--- config.mk ---
export PLATFORM = sky130hd
export DESIGN_NAME = hazard_scoreboard_flat
export DESIGN_NICKNAME = d
export VERILOG_FILES = /design/src/rtl/hazard_scoreboard_if.sv /design/src/rtl/hazard_scoreboard.sv /design/src/flat_wrapper.sv
export SDC_FILE = /design/constraint.sdc
export NUM_CORES = 1
export LEC_CHECK = 0
export CELL_PAD_IN_SITES_DETAIL_PLACEMENT = 1
export CELL_PAD_IN_SITES_GLOBAL_PLACEMENT = 1
export CORE_MARGIN = 3
export CORE_UTILIZATION = 41
export CTS_BUF_LIST = sky130_fd_sc_hd__clkbuf_2 sky130_fd_sc_hd__clkbuf_4 sky130_fd_sc_hd__clkbuf_8
export CTS_CLUSTER_SIZE = 30
export DETAILED_ROUTE_END_ITERATION = 6
export PLACE_DENSITY = 0.79
export SKIP_CTS_REPAIR_TIMING = 1
export SYNTH_ARGS = -nofsm -noshare
export SYNTH_HDL_FRONTEND = slang
export SYNTH_SLANG_ARGS = --single-unit
--- constraint.sdc ---
create_clock -name clk -period 3.7 [get_ports clk]
set_input_delay 0.555 -clock clk [delete_from_list [all_inputs] [get_ports clk]]
set_output_delay 0.555 -clock clk [all_outputs]
set_load 0.03 [all_outputs]
--- src/rtl/hazard_scoreboard_if.sv ---
// D-stage hazard query bus: decoder operand/destination info in, stall and
// forward selects plus mult/div occupancy out.
interface hazard_scoreboard_if #(
   parameter int TW = 3,
   parameter int FW = 2
);
   logic [4:0]    d_rs;
   logic [4:0]    d_rt;
   logic [TW-1:0] d_t_use_rs;
   logic [TW-1:0] d_t_use_rt;
   logic [4:0]    d_target;
   logic [TW-1:0] d_t_new;
   logic          d_md_start;
   logic          d_md_is_div;
   logic          d_md_use;
   logic          stall;
   logic [FW-1:0] fwd_rs;
   logic [FW-1:0] fwd_rt;
   logic          md_busy;

   modport master (
      output d_rs, d_rt, d_t_use_rs, d_t_use_rt, d_target, d_t_new,
             d_md_start, d_md_is_div, d_md_use,
      input  stall, fwd_rs, fwd_rt, md_busy
   );

   modport slave (
      input  d_rs, d_rt, d_t_use_rs, d_t_use_rt, d_target, d_t_new,
             d_md_start, d_md_is_div, d_md_use,
      output stall, fwd_rs, fwd_rt, md_busy
   );
endinterface

--- src/rtl/hazard_scoreboard.sv ---
// Stall/forward unit: shift register of in-flight destinations and result
// latencies for stages E..W, plus a busy counter for the mult/div unit.
module hazard_scoreboard #(
   parameter int STAGES   = 3,
   parameter int TW       = 3,
   parameter int MULT_LAT = 5,
   parameter int DIV_LAT  = 10,
   parameter int FW       = $clog2(STAGES + 1)
) (
   input logic                clk,
   input logic                reset,
   hazard_scoreboard_if.slave hs
);
   localparam int CW = $clog2(DIV_LAT + 1);

   typedef struct packed {
      logic [4:0]    target;
      logic [TW-1:0] t_new;
      logic [1:0]    md;
   } entry_t;

   localparam logic [1:0] MD_NONE = 2'b00;
   localparam logic [1:0] MD_MULT = 2'b01;
   localparam logic [1:0] MD_DIV  = 2'b10;

   entry_t        ent_q [1:STAGES];
   entry_t        ent_d [1:STAGES];
   logic [CW-1:0] md_cnt_q, md_cnt_d;

   logic          hit_rs, hit_rt;
   logic [TW-1:0] tnew_rs, tnew_rt;
   logic [FW-1:0] idx_rs, idx_rt;
   logic          stall_rs, stall_rt, stall_md, stall;
   logic          md_busy;
   logic [1:0]    md_new;

   // Scan oldest to youngest so the youngest matching entry wins.
   always_comb begin
      hit_rs  = 1'b0;
      hit_rt  = 1'b0;
      tnew_rs = '0;
      tnew_rt = '0;
      idx_rs  = '0;
      idx_rt  = '0;
      for (int k = STAGES; k >= 1; k--) begin
         if (hs.d_rs != 5'd0 && ent_q[k].target == hs.d_rs) begin
            hit_rs  = 1'b1;
            tnew_rs = ent_q[k].t_new;
            idx_rs  = FW'(k);
         end
         if (hs.d_rt != 5'd0 && ent_q[k].target == hs.d_rt) begin
            hit_rt  = 1'b1;
            tnew_rt = ent_q[k].t_new;
            idx_rt  = FW'(k);
         end
      end
   end

   always_comb begin
      md_busy  = (md_cnt_q != '0) || (ent_q[1].md != MD_NONE);
      stall_rs = hit_rs && (tnew_rs > hs.d_t_use_rs);
      stall_rt = hit_rt && (tnew_rt > hs.d_t_use_rt);
      stall_md = hs.d_md_use && md_busy;
      stall    = stall_rs || stall_rt || stall_md;
   end

   assign hs.stall   = stall;
   assign hs.md_busy = md_busy;
   assign hs.fwd_rs  = (hit_rs && tnew_rs == '0) ? idx_rs : '0;
   assign hs.fwd_rt  = (hit_rt && tnew_rt == '0) ? idx_rt : '0;

   always_comb begin
      md_new = MD_NONE;
      if (hs.d_md_start)
         md_new = hs.d_md_is_div ? MD_DIV : MD_MULT;
   end

   // A stalled D instruction leaves a bubble in E; D holds it for next cycle.
   always_comb begin
      for (int k = 1; k <= STAGES; k++)
         ent_d[k] = '0;
      if (!stall) begin
         ent_d[1].target = hs.d_target;
         ent_d[1].t_new  = hs.d_t_new;
         ent_d[1].md     = md_new;
      end
      for (int k = 2; k <= STAGES; k++) begin
         ent_d[k]       = ent_q[k-1];
         ent_d[k].t_new = (ent_q[k-1].t_new != '0) ? ent_q[k-1].t_new - TW'(1) : '0;
      end
   end

   always_comb begin
      md_cnt_d = md_cnt_q;
      if (ent_q[1].md == MD_DIV)
         md_cnt_d = CW'(DIV_LAT);
      else if (ent_q[1].md == MD_MULT)
         md_cnt_d = CW'(MULT_LAT);
      else if (md_cnt_q != '0)
         md_cnt_d = md_cnt_q - CW'(1);
   end

   always_ff @(posedge clk) begin
      if (reset) begin
         for (int k = 1; k <= STAGES; k++)
            ent_q[k] <= '0;
         md_cnt_q <= '0;
      end else begin
         for (int k = 1; k <= STAGES; k++)
            ent_q[k] <= ent_d[k];
         md_cnt_q <= md_cnt_d;
      end
   end
endmodule

--- src/flat_wrapper.sv ---
// flat-port wrapper written by rule: the top's interface ports become plain ports
module hazard_scoreboard_flat 
#(
   parameter int STAGES   = 3,
   parameter int TW       = 3,
   parameter int MULT_LAT = 5,
   parameter int DIV_LAT  = 10,
   parameter int FW       = $clog2(STAGES + 1)
)
  (clk, reset, hs_d_rs, hs_d_rt, hs_d_t_use_rs, hs_d_t_use_rt, hs_d_target, hs_d_t_new, hs_d_md_start, hs_d_md_is_div, hs_d_md_use, hs_stall, hs_fwd_rs, hs_fwd_rt, hs_md_busy);
  hazard_scoreboard_if #(.TW(TW), .FW(FW)) hs_i ();
  input logic clk;
  input logic reset;
  input wire logic [$bits(hs_i.d_rs)-1:0] hs_d_rs;
  input wire logic [$bits(hs_i.d_rt)-1:0] hs_d_rt;
  input wire logic [$bits(hs_i.d_t_use_rs)-1:0] hs_d_t_use_rs;
  input wire logic [$bits(hs_i.d_t_use_rt)-1:0] hs_d_t_use_rt;
  input wire logic [$bits(hs_i.d_target)-1:0] hs_d_target;
  input wire logic [$bits(hs_i.d_t_new)-1:0] hs_d_t_new;
  input wire logic [$bits(hs_i.d_md_start)-1:0] hs_d_md_start;
  input wire logic [$bits(hs_i.d_md_is_div)-1:0] hs_d_md_is_div;
  input wire logic [$bits(hs_i.d_md_use)-1:0] hs_d_md_use;
  output wire logic [$bits(hs_i.stall)-1:0] hs_stall;
  output wire logic [$bits(hs_i.fwd_rs)-1:0] hs_fwd_rs;
  output wire logic [$bits(hs_i.fwd_rt)-1:0] hs_fwd_rt;
  output wire logic [$bits(hs_i.md_busy)-1:0] hs_md_busy;
  assign hs_i.d_rs = hs_d_rs;
  assign hs_i.d_rt = hs_d_rt;
  assign hs_i.d_t_use_rs = hs_d_t_use_rs;
  assign hs_i.d_t_use_rt = hs_d_t_use_rt;
  assign hs_i.d_target = hs_d_target;
  assign hs_i.d_t_new = hs_d_t_new;
  assign hs_i.d_md_start = hs_d_md_start;
  assign hs_i.d_md_is_div = hs_d_md_is_div;
  assign hs_i.d_md_use = hs_d_md_use;
  assign hs_stall = hs_i.stall;
  assign hs_fwd_rs = hs_i.fwd_rs;
  assign hs_fwd_rt = hs_i.fwd_rt;
  assign hs_md_busy = hs_i.md_busy;
  hazard_scoreboard #(.STAGES(STAGES), .TW(TW), .MULT_LAT(MULT_LAT), .DIV_LAT(DIV_LAT), .FW(FW)) u_core (.clk(clk), .reset(reset), .hs(hs_i));
endmodule
==> results of run 1 <==
[cell families (layout without fill, tap and decap cells)]
group / after synthesis / after routing
fa+ha+maj: 13 / 13
mux: 3 / 3
simple gates: 87 / 87
flops: 30 / 30
buf+inv: 21 / 90
xor+xnor: 32 / 32
compound gates: 32 / 32
[stage by stage]
stage	setup TNS (ns)	instance area, um2	cells	utilization	hold WS (ns)
final	0	2790	339	0.628	0.469
after global routing	-0.0523	2790	339	0.628	0.497
after CTS	-0.184	2570	332	0.579	0.462
after detailed placement	-0.263	2480	324	0.558	0.453
after global placement	-0.0600	2480	324	0.558	0.429
after floorplan	0	1930	218	-	0.411
[synthesized netlist by cell type, types with 3 or more instances]
library cell   n
nor2_1        17
nand2b_1       3
nand3_1        6
o211ai_1       4
a21oi_1        5
xnor2_1       22
nor3_1         8
nand2_1       13
inv_1         17
mux2i_1        3
a21o_1         3
nor3b_2        9
nor2b_1       12
a31oi_1        4
o21ai_0        4
xor2_1        10
ha_1          12
dfxtp_1       30
[worst reg2reg max path, stage by stage (launching register included)]
cell	delay, ns
dfxtp_1	0.42
xor2_1	0.22
nor3_2	0.11
buf_4	0.16
and2_4	0.15
a221oi_4	0.28
nor2_1	0.07
ha_1	0.31
nor2b_1	0.16
o21ai_1	0.12
nand2b_1	0.09
o311ai_2	0.08
nand4_1	0.23
buf_4	0.25
nor4b_1	0.29
[cell type report]
cell class	count	area, um2
multi-input combinational	167	1370
tap	52	65.1
clock inverter	1	5.00
sequential	30	601
inverter	17	63.8
timing repair buffer	65	597
clock buffer	7	90.1
fill	517	1650
[state kept, by name, indices dropped and copies added (netlist names)]
name / flops
u_core.ent_q: 26
u_core.md_cnt_q: 4
[where the power goes]
part | switching (mW) | internal [mW] | total (mW) | leakage, nW
clock | 0.122 | 0.157 | 0.279 | 0.0517
sequential | 0.0562 | 0.375 | 0.431 | 0.246
combinational | 0.263 | 0.232 | 0.494 | 0.919
total | 0.441 | 0.764 | 1.20 | 1.22
[layer usage]
metal  vias up  share of wire
met5         -              0
li1        888              -
met2        44           0.50
met3         6          0.033
met4         0          0.013
met1       895           0.45
[how the worst max path moves through the flow]
stage              endpoint  depth (start not counted)
6_report           hs_stall                         15
5_1_grt            hs_stall                         13
4_1_cts            hs_stall                         13
3_5_place_dp       hs_stall                         13
2_1_floorplan  hs_fwd_rs[0]                          6
3_3_place_gp       hs_stall                         13
==> metrics.md, run 1 <==
| Metric | Value |
|---|---|
| Most frequent cells in the layout | buf_4, dfxtp_1, xnor2_1, clkdlybuf4s50_1, inv_1 |
| Worst path bufs/invs | 3 |
| Post-synthesis mux area share | 0.0156 |
| Share of cells above drive strength 1 | 0.268 |
| Core area | 4440 um2 |
| CP startpoint | hs_d_rt[1] |
| Initial Util | 0.434 |
| MaxCap Viol Count | 0 |
| Synth Area per Inst | 8.84 um2 |
| CTS Buf Count | 5 |
| CP endpoint kind | output pin |
| Compound-Gate Fraction of Synth Area | 0.119 |
| Met2 Use GR | 0.352 |
| Routed Antenna Nets | 0 |
| Syn Inst Count | 218 |
| Top FF cell, synth | dfxtp_1 |
| Critical path arrival | 3.03 ns |
| ANT cells | 0 |
| Tightest Pin Transition | 0.370 ns |
| Lkg Pwr | 1.22 nW |
| Reg-to-Reg End | u_core.ent_q[0][10] |
| Peak supply drop | 346 uV |
| Die width | 74.6 um |
| Cell Pwr Density | 432 nW/um2 |
| Area delta synth->final | 44.8% |
| Delay-heaviest family, CP | simple AND/OR/NAND/NOR gates |
| CTS tree | yes |
| Period minus WS final | 3.59 ns |
| PortBufs | 34 |
| Max Clk Rate | 279 MHz |
| Crit Path Category | in2out |
| Post-Synth Adder-Cell Area | 0.0831 |
| Worst hold path endpoint | u_core.ent_q[0][22] |
| Number of setup violations in the final report | 0 |
| Die span in y | 74.6 um |
| Reg2Reg Setup Slack | 0.67 ns |
| Register area share after synthesis | 0.311 |
| Final #Nets | 327 |
| CP required | 3.14 ns |
| Gr usage total | 0.207 |
| Worst r2r path cells | 14 |
| Final routed DRC violation total | 0 |
| Skew-Pair Late Insertion Delay | 0.28 ns |
| RePlAce Congestion | 0.806 |
| Synth top area cells | dfxtp_1, xnor2_1, ha_1, nor3b_2, xor2_1 |
| Post-synth EDFFs | 0 |
| XOR/XNOR share of the synthesized area | 0.145 |
| Setup WS post-layout | 0.112 ns |
| Worst min path class | reg2reg |
| Max clock buf depth | 2 |
| 1st-iter DRT viols | 84 |
| Final Skew | 0.00550 ns |
| Pin count of the biggest net entering global routing | 29 |
| Final Hold Viols | 0 |
| Main combinational cell family by area after synthesis | simple AND/OR/NAND/NOR gates |
| Fraction of registers with async set/reset | 0 |
| Global route hottest layer | met2 |
| Met3 usage | 0.0378 |
| WL/cell | 18.8 um |
| Root buffer cell | clkbuf_8 |
| Via count | 1833 |
| Met1 usage | 0.274 |
| Clock Pin Slew Worst Setup and Hold Paths | 0.06 ns |
| DRT Pass-1 Iters | 4 |
| Antenna violations before repair | 0 |
| Global route total overflow | 0 |
| Num ports | 35 |
| Dpl hpwl | 4.26 mm |
| Global-route wire length before repair | 8.66 mm |
| Reg2Reg Launch Point | u_core.ent_q[0][27] |
| Pre-CTS WS | -0.181 ns |
| Simple-gate share of the synthesized area | 0.281 |
| CP max stage delay | 0.35 ns |
| Mapped Nets | 259 |
| Count of warnings emitted by yosys | 0 |
| CP cell instances | dlymetal6s2s_1 > buf_4 > xnor2_1 > nand3_2 > a211oi_4 > and3_4 > a21oi_1 > a21o_1 > ha_1 > nor2b_1 > o21ai_1 > nand2b_1 > o311ai_2 > nand4_1 > buf_6 |
| Status | complete, no violations |
| Hold-critical path depth | 1 |
| Post-synth cell types | 47 |
| Hold Startpoint | u_core.ent_q[0][12] |
| Worst Path Max Fanout | 3 |
| H-tree depth | 2 |
| Slew Limit Fails | 0 |
| Yosys top cell area share | 0.311 |
| Final Power | 1.20 mW |
| DR vias/cell | 5.41 |
| Clock Sinks | 30 |
| Slew margin rel. | 0.752 |
| Die area | 5560 um2 |
| Area of the mapped netlist | 1930 um2 |
| CP Launch Type | input port |
| Most common cell after layout, fill and taps aside | buf_4 |
| Vias in the first global route | 1858 |
| Synth area leader | dfxtp_1 |
| Yosys reg bits | 30 |
| Slowest stage cell, crit path | a211oi_4 |
| Overall routed net length | 6.39 mm |
| Final period util | 0.970 |
| # rows | 24 |
Note: power is estimated with default switching activity, not from simulation.
==> run 2, diff against run 1 <==
- GPL_TIMING_DRIVEN: default -> 0
==> run 2 against run 1 <==
  * Critical endpoint unchanged
  * Global-route usage shrank 2.7 points
  * Power shrank 1.2%
  * Largest power group unchanged
  * Non-clock buffer count shrank 14
  * Design area shrank 5.6%
  * Die area is the same
  * Via count shrank 6.8%
==> metrics.md, run 2 (synthesized netlist as in run 1, its figures left out) <==
| Metric | Value |
|---|---|
| Number of setup violations in the final report | 0 (unchanged) |
| DRT Pass-1 Iters | 4 (unchanged) |
| CP Launch Type | input port (unchanged) |
| Lkg Pwr | 1.06 nW (was 1.22 nW) |
| Hold Slack | 0.486 ns (was 0.469 ns) |
| CP endpoint kind | output pin (unchanged) |
| Die width | 74.6 um (unchanged) |
| Final Skew | 0.00333 ns (was 0.00550 ns) |
| Tightest Pin Transition | 0.614 ns (was 0.370 ns) |
| ANT cells | 0 (unchanged) |
| DR vias/cell | 5.27 (was 5.41) |
| Max clock buf depth | 2 (unchanged) |
| CP cell instances | dlymetal6s2s_1 > xnor2_1 > and2_4 > and2_4 > a221oi_4 > nor2_1 > ha_1 > nor2b_1 > o21ai_1 > nand2b_1 > o311ai_2 > nand4_1 > buf_6 > buf_6 (was dlymetal6s2s_1 > buf_4 > xnor2_1 > nand3_2 > a211oi_4 > and3_4 > a21oi_1 > a21o_1 > ha_1 > nor2b_1 > o21ai_1 > nand2b_1 > o311ai_2 > nand4_1 > buf_6) |
| WL/cell | 16.3 um (was 18.8 um) |
| Setup TNS | 0 ns (unchanged) |
| Global-route wire length before repair | 7.50 mm (was 8.66 mm) |
| Final #Nets | 313 (was 327) |
| Overall routed net length | 5.29 mm (was 6.39 mm) |
| Num ports | 35 (unchanged) |
| Critical path arrival | 3.08 ns (was 3.03 ns) |
| Met1 usage | 0.226 (was 0.274) |
| Fill count | 527 (was 517) |
| Via count | 1708 (was 1833) |
| Slew Limit Fails | 0 (unchanged) |
| CP max stage delay | 0.32 ns (was 0.35 ns) |
| Worst min path class | reg2reg (unchanged) |
| Max Clk Rate | 275 MHz (was 279 MHz) |
| Largest reg by FF count | u_core.ent_q (unchanged) |
| MaxCap Viol Count | 0 (unchanged) |
| Biggest regs | u_core.ent_q (26), u_core.md_cnt_q (4) (unchanged) |
| Peak supply drop | 312 uV (was 346 uV) |
| Initial Util | 0.434 (unchanged) |
| Core area | 4440 um2 (unchanged) |
| Final routed DRC violation total | 0 (unchanged) |
| RePlAce Congestion | 0.814 (was 0.806) |
| Period minus WS final | 3.63 ns (was 3.59 ns) |
| Most frequent cells in the layout | dfxtp_1, clkdlybuf4s50_1, xnor2_1, inv_1, nor2_1 (was buf_4, dfxtp_1, xnor2_1, clkdlybuf4s50_1, inv_1) |
| Status | complete, no violations (unchanged) |
| # rows | 24 (unchanged) |
| Share of cells above drive strength 1 | 0.243 (was 0.268) |
| Worst Path Max Fanout | 4 (was 3) |
| Die span in y | 74.6 um (unchanged) |
| Met3 usage | 0.0324 (was 0.0378) |
| Final Power | 1.19 mW (was 1.20 mW) |
| Pin count of the biggest net entering global routing | 11 (was 29) |
| Dpl cell area | 2320 um2 (was 2480 um2) |
| CP required | 3.14 ns (about the same) |
| Largest register FFs | 26 (unchanged) |
| Gr usage total | 0.180 (was 0.207) |
| Clock Pin Slew Worst Setup and Hold Paths | 0.06 ns (about the same) |
| CTS tree | yes (unchanged) |
| 1st-iter DRT viols | 32 (was 84) |
| PortBufs | 33 (was 34) |
| Cell Pwr Density | 452 nW/um2 (was 432 nW/um2) |
| Global route hottest layer | met2 (unchanged) |
| Crit Path Category | in2out (unchanged) |
| Antenna violations before repair | 0 (unchanged) |
| Clock Sinks | 30 (unchanged) |
| Die area | 5560 um2 (unchanged) |
| Most common cell after layout, fill and taps aside | dfxtp_1 (was buf_4) |
| Final Hold Viols | 0 (unchanged) |
| Vias in the first global route | 1633 (was 1858) |
| H-tree depth | 2 (unchanged) |
| Skew-Pair Late Insertion Delay | 0.28 ns (about the same) |
| Routed Antenna Nets | 0 (unchanged) |
| Final period util | 0.981 (was 0.970) |
| CTS Buf Count | 5 (unchanged) |
| Area delta synth->final | 36.6% (was 44.8%) |
| Final Instance Area | 2630 um2 (was 2790 um2) |
| Slowest stage cell, crit path | ha_1 (was a211oi_4) |
| Met2 Use GR | 0.305 (was 0.352) |
| Slew margin rel. | 0.591 (was 0.752) |
| Dpl hpwl | 3.84 mm (was 4.26 mm) |
| Global route total overflow | 0 (unchanged) |
| Root buffer cell | clkbuf_8 (unchanged) |
[run 2: cell types whose count changed in the layout (fill, tap and decap cells not counted), sizes merged]
cell,before,now
clkdlybuf4s50,19,22
dlymetal6s2s,10,2
clkbuf,7,15
clkinv,1,0
buf,36,19
[run 2: worst paths after layout]
path / start / to / slack (ns) / cells after the start
worst max register to register: u_core.ent_q[0][27] / u_core.ent_q[0][18] / 0.54 / 15
worst min-delay path: u_core.ent_q[0][12] / u_core.ent_q[0][22] / 0.49 / 1
worst min register to register: u_core.ent_q[0][12] / u_core.ent_q[0][22] / 0.49 / 1
worst max-delay path: hs_d_rt[3] / hs_stall / 0.07 / 14
[run 2: final cells by class]
class                           count  area, um2  area share
Multi-Input combinational cell    167       1390       0.528
Sequential cell                    30        601       0.228
Timing Repair Buffer               47        408       0.155
Clock buffer                        7       83.8      0.0318
Tap cell                           52       65.1      0.0247
Inverter                           17       63.8      0.0242
Buffer                              4       22.5     0.00855
[run 2: worst max-delay path: cells and delay by family]
family | cells | cell delay [ns]
buffers and inverters | 3 | 0.51
AND/OR/NAND/NOR | 6 | 0.94
XOR/XNOR | 1 | 0.19
AO/OA/AOI/OAI | 3 | 0.56
adder cells (fa/ha/maj) | 1 | 0.32
[run 2: stage by stage]
| step | instances | setup WS (ns) | util |
|---|---|---|---|
| after floorplan | 218 | 0.565 | - |
| after global placement | 303 | -1.06 | 0.523 |
| after detailed placement | 303 | -1.11 | 0.523 |
| after CTS | 310 | -1.12 | 0.542 |
| after global routing | 324 | -0.125 | 0.593 |
| final | 324 | 0.0691 | 0.593 |
[run 2: report_power, final]
group / total (mW) / internal (mW) / leakage (nW) / switching [mW]
Clock: 0.255 / 0.144 / 0.0452 / 0.112
Sequential: 0.428 / 0.375 / 0.246 / 0.0532
Combinational: 0.506 / 0.249 / 0.771 / 0.257
Total: 1.19 / 0.768 / 1.06 / 0.422
[run 2: per-layer routing]
layer	vias to the layer above	share of wire
met1	810	0.44
li1	859	-
met4	0	0.013
met5	-	0
met2	33	0.50
met3	6	0.040
